### src/rtl/mux_n_reg.sv
// Registered N-way channel selector with valid/ready handshakes and a sticky
// out-of-range select flag. Define MUX_N_REG_SKID_EN for a 2-entry skid buffer.
module mux_n_reg #(
    parameter int WIDTH  = 32,
    parameter int INPUTS = 3,
    parameter int SEL_W  = 2
) (
    input  logic                    clk,
    input  logic                    rst,
    input  logic [INPUTS*WIDTH-1:0] in_data,
    input  logic [SEL_W-1:0]        sel,
    input  logic                    in_valid,
    output logic                    in_ready,
    output logic [WIDTH-1:0]        out_data,
    output logic                    out_valid,
    input  logic                    out_ready,
    output logic                    sel_err,
    input  logic                    err_clr
);

    logic [WIDTH-1:0] pick;
    logic             pick_err;
    logic             push;
    logic             pop;
    logic             sel_err_q;
    logic             sel_err_d;

    // NOTE: every combinational output gets a default before any branch, so no latch is inferred.
    always_comb begin
        pick     = '0;
        pick_err = 1'b1;
        for (int k = 0; k < INPUTS; k++) begin
            if (sel == SEL_W'(k)) begin
                pick     = in_data[k*WIDTH +: WIDTH];
                pick_err = 1'b0;
            end
        end
    end

    assign push = in_valid && in_ready;
    assign pop  = out_valid && out_ready;

    // A new error in the same cycle as err_clr keeps the flag set.
    assign sel_err_d = (sel_err_q && !err_clr) || (push && pick_err);
    assign sel_err   = sel_err_q;

`ifdef MUX_N_REG_SKID_EN
    logic [1:0]       count_q;
    logic [1:0]       count_d;
    logic [WIDTH-1:0] head_q;
    logic [WIDTH-1:0] head_d;
    logic [WIDTH-1:0] skid_q;
    logic [WIDTH-1:0] skid_d;
    logic             full_q;

    // full_q is a flop, so out_ready never reaches in_ready combinationally.
    assign in_ready  = !rst && !full_q;
    assign out_valid = (count_q != 2'd0);
    assign out_data  = head_q;

    always_comb begin
        count_d = count_q;
        head_d  = head_q;
        skid_d  = skid_q;
        case ({push, pop})
            2'b10: begin
                count_d = count_q + 2'd1;
                if (count_q == 2'd0) head_d = pick;
                else                 skid_d = pick;
            end
            2'b01: begin
                count_d = count_q - 2'd1;
                head_d  = skid_q;
            end
            2'b11: head_d = pick;
            default: ;
        endcase
    end

    // NOTE: sequential state uses non-blocking assignments only; data storage is reset too so nothing stale survives.
    always_ff @(posedge clk) begin
        if (rst) begin
            count_q   <= 2'd0;
            head_q    <= '0;
            skid_q    <= '0;
            full_q    <= 1'b0;
            sel_err_q <= 1'b0;
        end else begin
            count_q   <= count_d;
            head_q    <= head_d;
            skid_q    <= skid_d;
            full_q    <= (count_d == 2'd2);
            sel_err_q <= sel_err_d;
        end
    end
`else
    logic [WIDTH-1:0] data_q;
    logic [WIDTH-1:0] data_d;
    logic             valid_q;
    logic             valid_d;

    assign in_ready  = !rst && (!valid_q || out_ready);
    assign out_valid = valid_q;
    assign out_data  = data_q;

    always_comb begin
        data_d  = data_q;
        valid_d = valid_q;
        if (push) begin
            data_d  = pick;
            valid_d = 1'b1;
        end else if (pop) begin
            valid_d = 1'b0;
        end
    end

    // NOTE: sequential state uses non-blocking assignments only; data storage is reset too so nothing stale survives.
    always_ff @(posedge clk) begin
        if (rst) begin
            data_q    <= '0;
            valid_q   <= 1'b0;
            sel_err_q <= 1'b0;
        end else begin
            data_q    <= data_d;
            valid_q   <= valid_d;
            sel_err_q <= sel_err_d;
        end
    end
`endif

endmodule

### config.mk
export PLATFORM = sky130hd
export DESIGN_NAME = mux_n_reg
export DESIGN_NICKNAME = d
export VERILOG_FILES = /design/src/rtl/mux_n_reg.sv
export SDC_FILE = /design/constraint.sdc
export NUM_CORES = 1
export LEC_CHECK = 0
export BUFFER_PORTS_ARGS = -buffer_cell sky130_fd_sc_hd__buf_2
export CORE_AREA = 2 2 91 58
export DETAILED_ROUTE_END_ITERATION = 8
export DIE_AREA = 0 0 93 60
export PLACE_DENSITY = 0.85
export SKIP_LAST_GASP = 1
export SLEW_MARGIN = 5
export SYNTH_ARGS = -nofsm -noshare
export SYNTH_HDL_FRONTEND = slang
export SYNTH_SLANG_ARGS = --single-unit
### constraint.sdc
create_clock -name clk -period 2.15 [get_ports clk]
set_input_delay 0.215 -clock clk [delete_from_list [all_inputs] [get_ports clk]]
set_output_delay 0.215 -clock clk [all_outputs]
set_load 0.05 [all_outputs]
# [Word-level counts from Yosys, hierarchy flattened]
# Index checks and enable logic that the tools add are counted.
[word_totals] regBits=34 inputBits=103 output_inout_bits=35 elab_cells=25
[classes] n_eq_ne=2 muxes=8 reduce_logical=12
[op_table] op="$mux W32" count=3
[op_table] op="$logic_and A1 B1 Y1" count=5
[op_table] op="$mux W1" count=5
[op_table] op="$logic_not A1 Y1" count=3
[op_table] op="$eq A2 B1 Y1 const B" count=1
[op_table] op="$eq A2 B2 Y1 const B" count=1
[op_table] op="$logic_not A2 Y1" count=1
[op_table] op="$logic_or A1 B1 Y1" count=2
[op_table] op="$reduce_bool A2 Y1" count=1

# [Logic depth before layout (Yosys ltp)]
[depth] ltp_word=6 ltp_mapped=6 mapped_depth_nobuf=3

# [Worst setup path before layout]
# No wires, ideal clock.
[synth_path] path_kind="reg-to-output" start="register valid_q, in the netlist out_valid" end="output port in_ready" t_arrival_ps=1331 required_time_ps=1935 slack_ps=604 path_stages_with_launch=3 path_buffers=0 cell_sequence="dfxtp_1 nor2b_1 nor2_1"
[synth_between] elab_chain_len=3
[synth_rtl] item="from (decl)" line_no="99" text="logic valid_q;"
[synth_rtl] item="from (signal assigned)" line_no="125" text="valid_q <= valid_d;"
[synth_rtl] item="$logic_not A1 Y1" line_no="102" text="assign in_ready = !rst && (!valid_q || out_ready);"
[synth_rtl] item="$logic_or A1 B1 Y1" line_no="102"
[synth_rtl] item="$logic_and A1 B1 Y1" line_no="102"
[synth_rtl] item="to (decl)" line_no="13" text="output logic in_ready,"
# Every way passes these cells.

# [Final worst setup path]
# Same ends and word-level chain as after synthesis.

==> results.yml <==
status:
  outcome: "finished clean"
critical_path:
  cp.depth: 3
  endpoint: "in_ready"
  crit_slowest_cell: "dfxtp_1"
  worstPathCellList: "nor2b_1 -> nor2_1 -> buf_2"
  r2r_setup_slack_ns: 0.92
  crit_path_end_kind: "output port"
  critPathMaxStageDelay_ns: 0.31
  reg2reg_to: "out_data[21]"
  worstPathRequired_ns: 1.93
  crit_path_start: "out_valid"
  crit_family: "flip-flops"
  crit_buf_inv: 1
  r2r-start: "out_valid"
  reg2regPathDepth: 3
  worstPathMaxFanout: 3
  cp-start-kind: "register"
  arrival_ns: 1.07
  timing.setup.critical_path_class: "register to output port"
timing:
  worst_pin_slew_ns: 0.559
  whs_ns: 0.175
  relSlewSlack: 0.627
  rsz0062_at_grt: "false"
  setup_violations: 0
  finClkSkew_ns: 0.00431
  finalCritPeriodShare: 0.597
  final.min_clock_period_ns: 1.28
  final.setup.worst_slack_ns: 0.865
  final_hold_viol_count: 0
  final.setup.tns_ns: 0
  fmax_mhz: 778
  report.final.slew_viol_count: 0
floorplan:
  pin_count: 138
  core_region_area_mm2: 0.00480
  die_w_um: 93
  dieArea_mm2: 0.00558
  start_util: 0.445
  die_y_um: 60
  rows: 20
synth:
  synth_cell_types: 19
  seq_area_frac_synth: 0.319
  syn_inst: 191
  synthAdderAreaFrac: 0
  yosys_warnings: 0
  synth_nets: 294
  yosys.area_share.simple: 0.126
  ys.flop_type: "dfxtp_1"
  synth_edf_count: 0
  syn-cell-area_mm2: 0.00214
  ys_seq_elements: 34
  syn_area_per_cell_um2: 11.2
  synth_top_family_by_area: "multiplexers"
  synth_compound_area_frac: 0.163
  synth_xor_area_frac: 0
  synth_async_sr_flop_share: 0
  synth_mux_area_frac: 0.300
run:
  drv_cap: 0
finish:
  multi_input_area_mm2: 0.00126
  final_cells: 390
  antennaDiodeCount: 0
  final_layout_size_suffix_gt1_frac: 0.503
  regArea_um2: 681
  area_growth_pct: 33.1
  nets: 426
  fillers: 447
drt:
  ant_nets: 0
  vias: 1921
  dr.pass1.iters: 4
  vias_per_cell: 4.93
  drcViolationCount: 0
  wl_per_cell_um: 13.9
  dr.first_iter.drc_count: 14
  wl_mm: 5.41
global_routing:
  grt_max_degree: 34
  grt_antenna_before_repair: 0
  grt_pass1_vias: 2004
  grt_pass1_wl_mm: 8.89
  gr-usage-all-layers: 0.203
  grt_overflow_total: 0
placed_design:
  place_inst: 382
  io_buffer_count: 137
  hpwl_mm: 4.19
  pre_cts_slack_ns: 0.773
  gp_congestion: 0.711
clock_network:
  cts_max_level: 2
  cts_buffers: 5
  clk_latency_ns: 0.28
  cts.clk_slew.worst_paths_ns: 0.07
  cts-root-buf: "clkbuf_8"
  post_cts_buffers: 0
  ctsHoldBuffers: 0
  cts.path.max_buffers: 2
  ctsResizeCount: 0
  cts.sinks: 34
  cts_tree: "yes"
pwr:
  p_per_area_mw_per_mm2: 608
  peakVddDrop_uv: 263
  p_leak_nw: 1.58
worst_hold_path:
  min_path_type: "input pin to register"
==> flip-flops by register name, indices dropped and copies added, names as in the netlist <==
signal and count:
out_data 32, out_valid 1, sel_err 1
==> how the worst min path moves through the flow <==
stage,slack [ns],end,from,cells past startpoint
after floorplan,0.34,out_valid,in_valid,2
after global placement,0.44,out_valid,in_valid,3
after detailed placement,0.46,sel_err,sel_err,2
after CTS,0.17,out_valid,in_valid,3
after global routing,0.19,out_valid,in_valid,3
final,0.18,out_valid,in_valid,3
==> layout by cell type, fill, tap and decap left out, drive strengths merged <==
master	n
a21oi	1
a2bb2oi	32
buf	143
clkbuf	7
clkinv	1
dfxtp	34
mux2i	64
nand2	1
nand2b	34
nand4	1
nor2	3
nor2b	3
==> cells by family after synthesis <==
logic type | after synthesis
AOI/OAI and AO/OA | 33
buffers and inverters | 18
DFF | 34
muxes | 64
and+or+nand+nor | 42
==> synth_stat cells, types with 2 or more instances <==
| master | number | area, um2 |
|---|---|---|
| buf_12 | 3 | 60.1 |
| nor2_1 | 3 | 11.3 |
| a2bb2oi_1 | 22 | 193 |
| buf_6 | 7 | 78.8 |
| a2bb2oi_2 | 10 | 150 |
| dfxtp_1 | 34 | 681 |
| mux2i_1 | 64 | 641 |
| clkbuf_1 | 2 | 7.51 |
| nand2b_1 | 34 | 213 |
| buf_2 | 3 | 15.0 |
==> final cells by class <==
| cell class | instances | area share |
|---|---|---|
| clock buffer | 7 | 0.0304 |
| clock inverter | 1 | 0.00176 |
| multi-input combinational | 139 | 0.443 |
| sequential | 34 | 0.239 |
| tap | 66 | 0.0290 |
| timing repair buffer | 143 | 0.257 |
==> metrics by stage <==
stage	power [mW]	utilization	cell area [um2]
2_1_floorplan	1.12	-	2140
3_3_place_gp	1.26	0.573	2750
3_5_place_dp	1.27	0.573	2750
4_1_cts	1.75	0.592	2840
5_1_grt	1.82	0.592	2840
6_report	1.73	0.592	2840
==> worst register-to-register path, delay by kind of cell, from the launching register on <==
| family | cells | cell delay, ns |
|---|---|---|
| simple gates | 2 | 0.54 |
| flops | 1 | 0.33 |
| mux | 1 | 0.27 |
==> per-layer routing <==
metal,track usage,vias up,wire [um]
met2,0.395,76,2650
met4,0.0441,0,27
met5,0,-,0
met1,0.221,881,2300
li1,-,962,-
met3,0.0618,2,436
==> power by group <==
group,internal (mW),switching [mW]
Clock,0.258,0.216
Combinational,0.233,0.325
Sequential,0.676,0.0219
Total,1.17,0.563
Note: power is estimated with default switching activity, not from simulation.
